File: config.mk
export PLATFORM = sky130hd
export DESIGN_NAME = audio_event_scheduler_flat
export DESIGN_NICKNAME = d
export VERILOG_FILES = /design/src/rtl/audio_event_scheduler_pkg.sv /design/src/rtl/audio_event_scheduler_if.sv /design/src/rtl/audio_event_scheduler_prio_encoder.sv /design/src/rtl/audio_event_scheduler.sv /design/src/flat_wrapper.sv
export SDC_FILE = /design/constraint.sdc
export NUM_CORES = 1
export LEC_CHECK = 0
export ABC_AREA = 1
export BUFFER_PORTS_ARGS = -buffer_cell sky130_fd_sc_hd__buf_2
export CORE_AREA = 2 2 78 87
export CTS_CLUSTER_DIAMETER = 100
export DETAILED_ROUTE_END_ITERATION = 10
export DIE_AREA = 0 0 80 89
export PLACE_DENSITY = 0.67
export SLEW_MARGIN = 25
export SYNTH_ARGS = -nofsm -noshare
export SYNTH_HDL_FRONTEND = slang
export SYNTH_HIERARCHICAL = 1
export SYNTH_SLANG_ARGS = --single-unit
File: constraint.sdc
create_clock -name clk -period 3.25 [get_ports clk]
set_input_delay 0.4875 -clock clk [delete_from_list [all_inputs] [get_ports clk]]
set_output_delay 0.4875 -clock clk [all_outputs]
set_load 0.01 [all_outputs]
File: src/rtl/audio_event_scheduler_pkg.sv
// Shared state encodings, event indices and the event-to-melody table for the scheduler.
package audio_sched_pkg;

  localparam logic [1:0] S_IDLE = 2'd0;
  localparam logic [1:0] S_PLAY = 2'd1;
  localparam logic [1:0] S_GAP  = 2'd2;

  localparam int unsigned EV_GAME_LOST = 0;
  localparam int unsigned EV_HIT       = 1;
  localparam int unsigned EV_JEWEL     = 2;
  localparam int unsigned EV_OBJECTIVE = 3;
  localparam int unsigned EV_POWERUP   = 4;
  localparam int unsigned EV_MENU      = 5;

  localparam logic [3:0] EVENT_MELODY [8] = '{4'd12, 4'd11, 4'd14, 4'd15,
                                              4'd13, 4'd10, 4'd0, 4'd0};

  // Events beyond the table (spare lines) map to the silent melody 0.
  function automatic logic [3:0] event_melody(input int unsigned idx);
    return (idx < 32'd8) ? EVENT_MELODY[idx[2:0]] : 4'd0;
  endfunction

endpackage

File: src/rtl/audio_event_scheduler_if.sv
// Event/melody-player handshake bundle between game logic, player and scheduler.
interface audio_event_scheduler_if #(
  parameter int unsigned NUM_EVENTS = 8
);
  localparam int unsigned IW = $clog2(NUM_EVENTS);

  logic [NUM_EVENTS-1:0] event_req;
  logic                  mute;
  logic                  rearm;
  logic                  melodyEnded;
  logic                  startMelodyKey;
  logic [3:0]            melody_select;
  logic                  busy;
  logic [IW-1:0]         active_event;
  logic                  timeout_pulse;

  modport master (
    output event_req, mute, rearm, melodyEnded,
    input  startMelodyKey, melody_select, busy, active_event, timeout_pulse
  );

  modport slave (
    input  event_req, mute, rearm, melodyEnded,
    output startMelodyKey, melody_select, busy, active_event, timeout_pulse
  );
endinterface

File: src/rtl/audio_event_scheduler_prio_encoder.sv
// Lowest-set-bit finder: index 0 wins; o_valid flags a non-empty request vector.
module prio_encoder #(
  parameter int unsigned N = 8
) (
  input  logic [N-1:0]         i_req,
  output logic [$clog2(N)-1:0] o_idx,
  output logic                 o_valid
);
  always_comb begin
    o_idx   = '0;
    o_valid = 1'b0;
    for (int i = int'(N) - 1; i >= 0; i--) begin
      if (i_req[i]) begin
        o_idx   = ($clog2(N))'(i);
        o_valid = 1'b1;
      end
    end
  end
endmodule

File: src/rtl/audio_event_scheduler.sv
// Latches game event pulses and sequences them onto the single melody player by priority.
module audio_event_scheduler
  import audio_sched_pkg::*;
#(
  parameter int unsigned           NUM_EVENTS     = 8,
  parameter int unsigned           GAP_CYCLES     = 2,
  parameter int unsigned           TIMEOUT_CYCLES = 100_000_000,
  parameter logic [NUM_EVENTS-1:0] PREEMPT_MASK   = 8'b0000_0011,
  parameter logic [NUM_EVENTS-1:0] ONESHOT_MASK   = 8'b0000_1000
) (
  input logic                     clk,
  input logic                     resetN,
  audio_event_scheduler_if.slave  bus
);
  localparam int unsigned IW   = $clog2(NUM_EVENTS);
  localparam int unsigned WD_W = $clog2(TIMEOUT_CYCLES);
  localparam int unsigned GW   = (GAP_CYCLES > 1) ? $clog2(GAP_CYCLES) : 1;

  logic [1:0]            r_state;
  logic [NUM_EVENTS-1:0] r_pending, r_played;
  logic [WD_W-1:0]       r_watchdog;
  logic [GW-1:0]         r_gap;
  logic                  r_start, r_timeout;
  logic [3:0]            r_sel;
  logic [IW-1:0]         r_active;

  logic [1:0]            w_next_state;
  logic [NUM_EVENTS-1:0] w_accept, w_issue_oh, w_pending_d, w_played_d;
  logic [IW-1:0]         w_widx, w_pidx, w_issue_idx;
  logic                  w_wvalid, w_pvalid, w_issue, w_timeout, w_wd_hit, w_gap_done;

  prio_encoder #(.N(NUM_EVENTS)) u_winner (
    .i_req   (r_pending),
    .o_idx   (w_widx),
    .o_valid (w_wvalid)
  );

  prio_encoder #(.N(NUM_EVENTS)) u_preempt (
    .i_req   (r_pending & PREEMPT_MASK),
    .o_idx   (w_pidx),
    .o_valid (w_pvalid)
  );

  assign w_wd_hit   = (r_watchdog == WD_W'(TIMEOUT_CYCLES - 1));
  assign w_gap_done = ((32'(r_gap) + 32'd1) >= GAP_CYCLES);

  always_comb begin
    w_next_state = r_state;
    w_issue      = 1'b0;
    w_issue_idx  = w_widx;
    w_timeout    = 1'b0;
    case (r_state)
      S_IDLE: begin
        if (w_wvalid && !bus.mute) begin
          w_issue      = 1'b1;
          w_next_state = S_PLAY;
        end
      end
      S_PLAY: begin
        // The start-pulse cycle makes no decisions, so starts are at least two cycles apart.
        if (!r_start) begin
          if (bus.melodyEnded) begin
            w_next_state = S_GAP;
          end else if (w_wd_hit) begin
            w_next_state = S_GAP;
            w_timeout    = 1'b1;
          end else if (w_pvalid && (w_pidx < r_active) && !bus.mute) begin
            w_issue     = 1'b1;
            w_issue_idx = w_pidx;
          end
        end
      end
      S_GAP: begin
        if (w_gap_done) w_next_state = S_IDLE;
      end
      default: w_next_state = S_IDLE;
    endcase
  end

  always_comb begin
    w_issue_oh = w_issue ? (NUM_EVENTS'(1) << w_issue_idx) : '0;
    // Rearm in the same cycle lets a one-shot request through.
    w_accept   = bus.event_req & ~(ONESHOT_MASK & r_played & ~{NUM_EVENTS{bus.rearm}});
    w_pending_d = bus.mute ? '0 : ((r_pending | w_accept) & ~w_issue_oh);
    w_played_d  = (bus.rearm ? '0 : r_played) | (w_issue_oh & ONESHOT_MASK);
  end

  always_ff @(posedge clk) begin
    if (!resetN) begin
      r_state    <= S_IDLE;
      r_pending  <= '0;
      r_played   <= '0;
      r_watchdog <= '0;
      r_gap      <= '0;
      r_start    <= 1'b0;
      r_timeout  <= 1'b0;
      r_sel      <= 4'd0;
      r_active   <= '0;
    end else begin
      r_state   <= w_next_state;
      r_pending <= w_pending_d;
      r_played  <= w_played_d;
      r_start   <= w_issue;
      r_timeout <= w_timeout;
      if (w_issue) begin
        r_sel      <= event_melody(32'(w_issue_idx));
        r_active   <= w_issue_idx;
        r_watchdog <= '0;
      end else if (r_state == S_PLAY && r_watchdog != '1) begin
        r_watchdog <= r_watchdog + 1'b1;
      end
      if (r_state == S_GAP) r_gap <= r_gap + 1'b1;
      else                  r_gap <= '0;
    end
  end

  assign bus.startMelodyKey = r_start;
  assign bus.melody_select  = r_sel;
  assign bus.busy           = (r_state != S_IDLE);
  assign bus.active_event   = r_active;
  assign bus.timeout_pulse  = r_timeout;

endmodule

File: src/flat_wrapper.sv
// flat-port wrapper written by rule: the top's interface ports become plain ports
module audio_event_scheduler_flat import audio_sched_pkg::*;
#(
  parameter int unsigned           NUM_EVENTS     = 8,
  parameter int unsigned           GAP_CYCLES     = 2,
  parameter int unsigned           TIMEOUT_CYCLES = 100_000_000,
  parameter logic [NUM_EVENTS-1:0] PREEMPT_MASK   = 8'b0000_0011,
  parameter logic [NUM_EVENTS-1:0] ONESHOT_MASK   = 8'b0000_1000
)
  (clk, resetN, bus_event_req, bus_mute, bus_rearm, bus_melodyEnded, bus_startMelodyKey, bus_melody_select, bus_busy, bus_active_event, bus_timeout_pulse);
  audio_event_scheduler_if #(.NUM_EVENTS(NUM_EVENTS)) bus_i ();
  input logic clk;
  input logic resetN;
  input wire logic [$bits(bus_i.event_req)-1:0] bus_event_req;
  input wire logic [$bits(bus_i.mute)-1:0] bus_mute;
  input wire logic [$bits(bus_i.rearm)-1:0] bus_rearm;
  input wire logic [$bits(bus_i.melodyEnded)-1:0] bus_melodyEnded;
  output wire logic [$bits(bus_i.startMelodyKey)-1:0] bus_startMelodyKey;
  output wire logic [$bits(bus_i.melody_select)-1:0] bus_melody_select;
  output wire logic [$bits(bus_i.busy)-1:0] bus_busy;
  output wire logic [$bits(bus_i.active_event)-1:0] bus_active_event;
  output wire logic [$bits(bus_i.timeout_pulse)-1:0] bus_timeout_pulse;
  assign bus_i.event_req = bus_event_req;
  assign bus_i.mute = bus_mute;
  assign bus_i.rearm = bus_rearm;
  assign bus_i.melodyEnded = bus_melodyEnded;
  assign bus_startMelodyKey = bus_i.startMelodyKey;
  assign bus_melody_select = bus_i.melody_select;
  assign bus_busy = bus_i.busy;
  assign bus_active_event = bus_i.active_event;
  assign bus_timeout_pulse = bus_i.timeout_pulse;
  audio_event_scheduler #(.NUM_EVENTS(NUM_EVENTS), .GAP_CYCLES(GAP_CYCLES), .TIMEOUT_CYCLES(TIMEOUT_CYCLES), .PREEMPT_MASK(PREEMPT_MASK), .ONESHOT_MASK(ONESHOT_MASK)) u_core (.clk(clk), .resetN(resetN), .bus(bus_i));
endmodule
==> impl_metrics.tcl, run 1 <==
set metrics [dict create \
    status "complete, no violations" \
    p_comb_frac 0.170 \
    pin_count 23 \
    fin_crit_sh 0.6810 \
    cts_tree "yes" \
    post_cts_buffers 0 \
    ys_seq_area_frac 0.3159 \
    vdd.ir_drop.worst_uv 191.3 \
    io_buffers 22 \
    syn_area_per_cell_um2 6.685 \
    antenna_left 0 \
    seq_area_um2 960.9 \
    grt_pass1_vias 2706 \
    hold_buffers 0 \
    relSlewSlack 0.5986 \
    start_util 0.4941 \
    swShare 0.2958 \
    drive_gt1_frac 0.1766 \
    htreeDepth 2 \
    cts_max_path_buffers 2 \
    dp.final_hpwl_um 5488 \
    die_h_um 89 \
    synth_cell_types 36 \
    overflow 0 \
    cp-end-kind "flop" \
    vias 2781 \
    core_um2 6156 \
    wl_um 6983 \
    max_freq_ghz 0.4518 \
    synth_flop_cell "dfxtp_1" \
    cts_inserted_buffers 5 \
    drc 0 \
    critPathMaxFanout 22 \
    synth_edf_count 0 \
    intPower_uw 907.0 \
    fill_cells 639 \
    placed_cell_area_um2 3223 \
    grt_max_degree 26 \
    antenna-diode-count 0 \
    clkTransAtPathRegs_ns 0.10 \
    tightest_slew_ns 0.6012 \
    dr.pass1.iters 4 \
    cp-start-kind "flop" \
    vias_per_cell 4.905 \
    skew_ns 0.01049 \
    crit_type "flop to flop" \
    syn_inst 455 \
    ctsResizeCount 0 \
    hold_path.class "primary input to flop" \
    finalSetupTns_ns 0 \
    synth_top_area_cell "dfxtp_1" \
    period_needed_ns 2.213 \
    synth_most_common_cell "nand2_1" \
    die_w_um 80 \
    multi_input_area_um2 1774 \
    hold_viol 0 \
    rsz0062_at_grt "false" \
    synth_top_area_share 0.3159 \
    p_leak_uw 0.001326 \
    final_nets 502 \
    synth.top_cells.by_area "dfxtp_1 32%, nand2_1 15%, inv_1 8.4%" \
    grt_usage 0.2138 \
    root_buffer "clkbuf_8" \
    ys_async_sr_fraction 0 \
    drtIter0Drc 127 \
    whs_ns 0.4288 \
    wl_per_cell_um 12.32 \
    maxCapViolations 0 \
    syn2layout_area_growth_pct 9.749 \
    ys_top_cells_by_count "121 x nand2_1, 68 x inv_1, 48 x dfxtp_1" \
    switching_power_uw 381.0 \
    dieArea_um2 7120 \
    cts_num_sinks 48 \
    gp_congestion 0.9011 \
    cp.required_ns 3.48 \
    maxSlewViolCount 0 \
    final_design_area_no_fill_um2 3338 \
    synth-seq-cells 48 \
    yosys_warnings 6 \
    finalPower_uw 1288 \
    p_clk_frac 0.345 \
    num_rows 30 \
    syn_area_um2 3042 \
    insertion_delay_ns 0.30 \
    power_density_nw_per_um2 385.8 \
    grt_pass1_wl_um 12050 \
    cp.arrival_ns 2.45 \
    antenna_found_initial 0 \
    pwr-share-seq 0.485 \
    setup_viol 0 \
]
[power groups by stage]
| stage | Clock, uW | Sequential (uW) | Combinational [uW] |
|---|---|---|---|
| floorplan | 0 | 641 | 171 |
| global placement | 0 | 638 | 216 |
| detailed placement | 0 | 638 | 219 |
| CTS | 455 | 625 | 219 |
| global route | 486 | 628 | 249 |
| finish | 444 | 625 | 219 |
[flip-flops by register name, indices dropped and copies added, names as in the netlist]
register and count:
u_core/r_watchdog 27, u_core/r_pending 8, u_core/bus.melody_select 4, u_core/bus.active_event 3
u_core/r_state 2, u_core/bus.startMelodyKey 1, u_core/bus.timeout_pulse 1, u_core/r_gap 1
u_core/r_played 1
[area by class of cell]
cell class	instances	area share
Timing Repair Buffer	22	0.03298
Multi-Input combinational cell	335	0.5315
Inverter	74	0.08321
Sequential cell	48	0.2879
Clock buffer	5	0.02061
Clock inverter	3	0.01387
Tap cell	80	0.02999
[cells in the final DEF (no fill, tap or decap), types with 2 or more instances in the layout]
cell        n
nand2_4     3
conb_1     10
nor3_2      2
nand3_2     2
and3_1      2
inv_2       6
dfxtp_1    48
xor2_1     16
nand2_2    10
nor4_1      2
a21oi_2    16
nand3_1    21
o21ai_0    14
nor2_1     46
clkbuf_8    5
nor3_1     22
buf_2      22
nand4_1    12
nor2_2      8
a21oi_1     5
inv_1      68
or2_1       2
nor2_4      5
ha_1        3
a31oi_1     4
nand2_1   121
[final timing paths]
| path | start | end | slack [ns] | cells after the start |
|---|---|---|---|---|
| worst max-delay path | u_core/r_watchdog[0] | u_core/bus.active_event[2] | 1.04 | 11 |
| worst min-delay path | bus_event_req[3] | u_core/r_pending[3] | 0.43 | 3 |
| worst max register to register | u_core/r_watchdog[0] | u_core/bus.active_event[2] | 1.04 | 11 |
| worst min register to register | u_core/r_gap | u_core/r_gap | 0.43 | 1 |
[worst max-delay path, cell delays in order, from the launching register on]
cell and delay [ns]:
dfxtp_1 0.40, ha_1 0.19, inv_1 0.09, nor2_4 0.19
nand2_4 0.10, nor2_2 0.13, nand2_2 0.09, nand3_4 0.09
nand2_4 0.08, nor2_4 0.24, inv_2 0.30, o22ai_1 0.23
[metal layers]
metal	vias up	routed length, um	global-route usage
li1	1487	-	-
met3	16	230	0.04040
met2	52	3582	0.3962
met5	-	0	0
met1	1226	3009	0.2457
met4	0	160	0.07396
[cells by family after synthesis]
family	count (synthesis)	synth area share
other	1	0.001233
AO/OA/AOI/OAI	43	0.09831
XOR/XNOR	17	0.04895
adder cells (fa/ha/maj)	3	0.01234
flip-flops	48	0.3159
buffers and inverters	81	0.1119
AND/OR/NAND/NOR	262	0.4114
[stage by stage]
step | worst slack [ns] | utilization | std cells
floorplan | 1.571 | - | 464
global placement | 1.137 | 0.5236 | 559
detailed placement | 1.033 | 0.5236 | 559
CTS | 1.022 | 0.5423 | 567
global route | 0.7626 | 0.5423 | 567
finish | 1.037 | 0.5423 | 567
Note: power is estimated with default switching activity, not from simulation.
==> run 2, diff against run 1 <==
--- a/config.mk
+++ b/config.mk
@@ -11,7 +11,7 @@
 export CTS_CLUSTER_DIAMETER = 100
 export DETAILED_ROUTE_END_ITERATION = 10
 export DIE_AREA = 0 0 80 89
-export PLACE_DENSITY = 0.67
+export PLACE_DENSITY = 0.69
 export SLEW_MARGIN = 25
 export SYNTH_ARGS = -nofsm -noshare
 export SYNTH_HDL_FRONTEND = slang
==> constraint.sdc (replaced) <==
create_clock -name clk -period 1.84 [get_ports clk]
set_input_delay 0.276 -clock clk [delete_from_list [all_inputs] [get_ports clk]]
set_output_delay 0.276 -clock clk [all_outputs]
set_load 0.01 [all_outputs]
==> impl_metrics.tcl, run 2 (synthesized netlist as in run 1, its figures left out) <==
set metrics [dict create \
    cp-end-kind "flop" \
    cp.required_ns 2.05 \
    crit_family "simple AND/OR/NAND/NOR gates" \
    clkTransAtPathRegs_ns 0.09 \
    cp.depth 16 \
    critPathMaxStageDelay_ns 0.37 \
    antenna-diode-count 0 \
    grt_usage 0.2220 \
    p_leak_uw 0.001558 \
    placed_cell_area_um2 3403 \
    endpoint "u_core/r_pending[3]" \
    final_nets 537 \
    setup_viol 0 \
    path_cells "inv_2, nand4_1, inv_1, nand2_1, nand2_1, nor2_1, nand2_1, a21oi_4, nand3_4, nand2_4, nand2_4, buf_6, nor2_4, nand2_2, nand2_1, nor2_1" \
    grt_max_degree 16 \
    wl_um 7970 \
    grt_pass1_wl_um 12350 \
    critPathMaxFanout 4 \
    antenna_left 0 \
    final_design_area_no_fill_um2 3830 \
    max_freq_ghz 0.5542 \
    root_buffer "clkbuf_8" \
    maxCapViolations 0 \
    pin_count 23 \
    rsz0062_at_grt "true" \
    drive_gt1_frac 0.3142 \
    hold_path.class "primary input to flop" \
    cts_tree "yes" \
    cts_inserted_buffers 5 \
    crit_buf_inv 3 \
    rr_startpoint "u_core/r_pending[1]" \
    skew_ns 0.009155 \
    stdcell_count 602 \
    final_cell_mix "112 x nand2_1, 60 x inv_1, 42 x nor2_1" \
    wl_per_cell_um 13.24 \
    cp.arrival_ns 2.02 \
    vias 3055 \
    period_needed_ns 1.804 \
    antenna_found_initial 0 \
    maxSlewViolCount 0 \
    crit_type "flop to flop" \
    tightest_slew_ns 0.5053 \
    finalSetupTns_ns 0 \
    largest_reg_flops 27 \
    r2r_end "u_core/r_pending[3]" \
    power_density_nw_per_um2 603.3 \
    grt_pass1_vias 2876 \
    cts_max_path_buffers 2 \
    core_um2 6156 \
    io_buffers 22 \
    htreeDepth 2 \
    dieArea_um2 7120 \
    status "complete, no violations" \
    insertion_delay_ns 0.31 \
    cp-start-kind "flop" \
    reg2regPathDepth 16 \
    placed_cells 578 \
    regMostFlops "u_core/r_watchdog" \
    ff2ff_setup_slack_ns 0.04 \
    relSlewSlack 0.6619 \
    cp_common_cell "nand2_1" \
    crit_start "u_core/r_pending[1]" \
    drc 0 \
    overflow 0 \
    final_common_cell "nand2_1" \
    cts_num_sinks 48 \
    fin_crit_sh 0.9806 \
    start_util 0.4941 \
    drtIter0Drc 158 \
    gp_congestion 0.9718 \
    dr.pass1.iters 4 \
    whs_ns 0.2183 \
    die_w_um 80 \
    vias_per_cell 5.075 \
    syn2layout_area_growth_pct 25.92 \
    die_h_um 89 \
    fill_cells 591 \
    vdd.ir_drop.worst_uv 356.6 \
    dp.final_hpwl_um 5966 \
    num_rows 30 \
    hold_viol 0 \
    critPathSlowestCell "dfxtp_2" \
    holdPathStages 3 \
]
-- run 2: cell type report --
cell class / instances / area (um^2) / share of cell area
clock inverters: 3 / 18.77 / 0.004900
multi-input cells: 335 / 1921 / 0.5015
well taps: 80 / 100.1 / 0.02614
repair buffers: 57 / 456.7 / 0.1192
clock buffers: 5 / 68.82 / 0.01797
inverters: 74 / 285.3 / 0.07449
flip-flops and latches: 48 / 979.7 / 0.2558
-- run 2: routing by layer --
layer | vias up | GRT usage | part of all wire
li1 | 1558 | - | -
met1 | 1397 | 0.2393 | 0.41
met2 | 76 | 0.4121 | 0.52
met3 | 24 | 0.03333 | 0.037
met4 | 0 | 0.1279 | 0.037
met5 | - | 0 | 0
-- run 2: worst min-delay path by stage --
stage | to | slack (ns) | startpoint
after floorplan | u_core/r_state[0] | 0.37 | resetN
after global placement | u_core/r_gap | 0.41 | u_core/r_gap
after detailed placement | u_core/r_gap | 0.42 | u_core/r_gap
after CTS | u_core/r_pending[3] | 0.21 | bus_event_req[3]
after global routing | u_core/r_pending[3] | 0.22 | bus_event_req[3]
final | u_core/r_pending[3] | 0.22 | bus_event_req[3]
-- run 2: timing repair --
item	CTS	global route
setup endpoints to repair	4	43
cloned	0	2
pin swaps	4	26
hold buffers	0	0
setup buffers	1	13
resized for setup	4	63
-- run 2: report_power, final --
group	switching [uW]	leakage (uW)	internal, uW
logic	335	0.00111	224
clock network	383	0.0000479	266
registers	25.3	0.000397	1080
total	743	0.00156	1570
-- run 2: per-stage QoR --
stage	util	worst slack, ns	power (uW)
floorplan	-	0.1606	1435
global placement	0.5528	-0.03022	1577
detailed placement	0.5528	-0.02812	1583
CTS	0.5695	-0.00006128	2230
global route	0.6222	-0.08518	2418
finish	0.6222	0.03561	2311
-- run 2: tightest hold or removal path, stage by stage --
cell,delay (ns)
buf_2,0.08
a21oi_1,0.05
nor2_1,0.09
==> run 3, diff against run 2 <==
--- a/config.mk
+++ b/config.mk
@@ -7,11 +7,13 @@
 export LEC_CHECK = 0
 export ABC_AREA = 1
 export BUFFER_PORTS_ARGS = -buffer_cell sky130_fd_sc_hd__buf_2
-export CORE_AREA = 2 2 78 87
+export CELL_PAD_IN_SITES_DETAIL_PLACEMENT = 1
+export CELL_PAD_IN_SITES_GLOBAL_PLACEMENT = 2
+export CORE_AREA = 2 2 100 111
 export CTS_CLUSTER_DIAMETER = 100
 export DETAILED_ROUTE_END_ITERATION = 10
-export DIE_AREA = 0 0 80 89
-export PLACE_DENSITY = 0.69
+export DIE_AREA = 0 0 102 113
+export PLACE_DENSITY_LB_ADDON = 0.1
 export SLEW_MARGIN = 25
 export SYNTH_ARGS = -nofsm -noshare
 export SYNTH_HDL_FRONTEND = slang
==> impl_metrics.tcl, run 3 (synthesized netlist as in run 1, its figures left out) <==
set metrics [dict create \
    swShare 0.2975 \
    multi_input_area_um2 1831 \
    final_nets 557 \
    fin_crit_sh 1.010 \
    crit_start "u_core/r_pending[0]" \
    power_density_nw_per_um2 695.7 \
    intPower_uw 1967 \
    die_w_um 102 \
    max_freq_ghz 0.5379 \
    cp-end-kind "flop" \
    r2r_end "u_core/bus.melody_select[1]" \
    crit_type "flop to flop" \
    hold_viol 0 \
    drtIter0Drc 84 \
    dp.final_hpwl_um 7735 \
    dieArea_um2 11530 \
    cp_common_cell "nand2_1" \
    antenna_left 0 \
    final_design_area_no_fill_um2 4025 \
    critPathMaxFanout 7 \
    core_um2 10340 \
    wl_um 10110 \
    htreeDepth 2 \
    ff2ff_setup_slack_ns -0.02 \
    hold_path.class "primary input to flop" \
    grt_max_degree 23 \
    drive_gt1_frac 0.3044 \
    wl_per_cell_um 14.76 \
    rsz0062_at_grt "true" \
    grt_usage 0.1771 \
    overflow 0 \
    largest_reg_flops 27 \
    finalPower_uw 2800 \
    start_util 0.2940 \
    path_cells "inv_2, nand4_1, inv_1, nand2_1, nand2_1, nor2_1, nand2_1, a21oi_4, nand4_1, nand2_2, inv_2, nand2_1, nand2_1, nand2_1, nand2_1" \
    io_buffers 22 \
    placed_cell_area_um2 3577 \
    skew_ns 0.01087 \
    vias_per_cell 4.558 \
    cts_max_path_buffers 2 \
    status "complete, but fails checks" \
    setup_ws_ns -0.01907 \
    fill_cells 1382 \
    cp-start-kind "flop" \
    cp.depth 15 \
    maxSlewViolCount 0 \
    switching_power_uw 833.2 \
    final_common_cell "nand2_1" \
    crit_family "simple AND/OR/NAND/NOR gates" \
    drc 0 \
    period_needed_ns 1.859 \
    cts_inserted_buffers 5 \
    regMostFlops "u_core/r_watchdog" \
    p_leak_uw 0.001653 \
    p_clk_frac 0.395 \
    cts_num_sinks 48 \
    clkTransAtPathRegs_ns 0.08 \
    gp_congestion 0.8364 \
    critPathSlowestCell "dfxtp_2" \
    syn2layout_area_growth_pct 32.33 \
    reg2regPathDepth 15 \
    pin_count 23 \
    rr_startpoint "u_core/r_pending[0]" \
    grt_pass1_vias 3314 \
    final_cell_mix "116 x nand2_1, 62 x inv_1, 46 x buf_4" \
    insertion_delay_ns 0.30 \
    hold_buffers 0 \
    pwr-share-seq 0.395 \
    setup_viol 2 \
    violations "setup timing" \
    antenna-diode-count 0 \
    num_rows 39 \
    endpoint "u_core/bus.melody_select[1]" \
    die_h_um 113 \
    vias 3122 \
    dr.pass1.iters 4 \
    cts_tree "yes" \
    critPathMaxStageDelay_ns 0.37 \
    seq_area_um2 972.2 \
    maxCapViolations 0 \
    root_buffer "clkbuf_16" \
    grt_pass1_wl_um 15860 \
    crit_buf_inv 3 \
    vdd.ir_drop.worst_uv 359.2 \
    cp.required_ns 2.05 \
    p_comb_frac 0.211 \
    cp.arrival_ns 2.07 \
    antenna_found_initial 0 \
]
run 3: through the flow:
stage / hold WS [ns] / std cells / util / setup TNS [ns] / setup WS, ns
after floorplan: 0.3736 / 464 / - / 0 / 0.1606
after global placement: 0.4124 / 657 / 0.3458 / -0.03284 / -0.02681
after detailed placement: 0.4209 / 657 / 0.3458 / -0.3383 / -0.08341
after CTS: 0.2251 / 668 / 0.3656 / -0.01199 / -0.01151
after global routing: 0.2434 / 685 / 0.3891 / -3.418 / -0.1515
final: 0.2206 / 685 / 0.3891 / -0.02127 / -0.01907
run 3: power by group through the flow:
stage / Clock (uW) / Sequential, uW / Combinational [uW]
final: 1100 / 1110 / 590
after global routing: 1170 / 1110 / 657
after CTS: 1130 / 1100 / 489
after detailed placement: 0 / 1130 / 477
after global placement: 0 / 1130 / 473
after floorplan: 0 / 1130 / 302
run 3: how the worst min path moves through the flow:
stage / startpoint / to / slack [ns] / cells past startpoint
after floorplan: resetN / u_core/r_state[0] / 0.37 / 2
after global placement: u_core/r_gap / u_core/r_gap / 0.41 / 1
after detailed placement: u_core/r_gap / u_core/r_gap / 0.42 / 1
after CTS: bus_event_req[3] / u_core/r_pending[3] / 0.23 / 3
after global routing: bus_event_req[3] / u_core/r_pending[3] / 0.24 / 3
final: bus_event_req[3] / u_core/r_pending[3] / 0.22 / 3
run 3: timing repair:
item / CTS / global route
pin swaps: 3 / 13
buffers inserted: 3 / 14
endpoints found under the setup margin: 15 / 42
cloned: 0 / 3
resized for setup: 4 / 38
run 3: worst register-to-register path, cell delays in order (launching register included):
cell and delay (ns):
dfxtp_2 0.37, inv_2 0.05, nand4_1 0.09, inv_1 0.05, nand2_1 0.05, nand2_1 0.05, nor2_1 0.09, nand2_1 0.08
a21oi_4 0.19, nand4_1 0.19, nand2_2 0.19, inv_2 0.06, nand2_1 0.14, nand2_1 0.08, nand2_1 0.06, nand2_1 0.04
run 3: area by class of cell:
| class | instances | area share |
|---|---|---|
| inverters | 74 | 0.07087 |
| clock inverters | 3 | 0.01181 |
| well taps | 143 | 0.04445 |
| clock buffers | 5 | 0.03108 |
| multi-input cells | 335 | 0.4548 |
| repair buffers | 77 | 0.1455 |
| flip-flops and latches | 48 | 0.2415 |
run 3: layer usage:
layer / GRT usage / vias to the layer above / wire (um)
met2: 0.3544 / 22 / 5630
met3: 0.02347 / 7 / 182
met1: 0.1904 / 1502 / 4170
met4: 0.04267 / 0 / 126
li1: - / 1591 / -
met5: 0 / - / 0
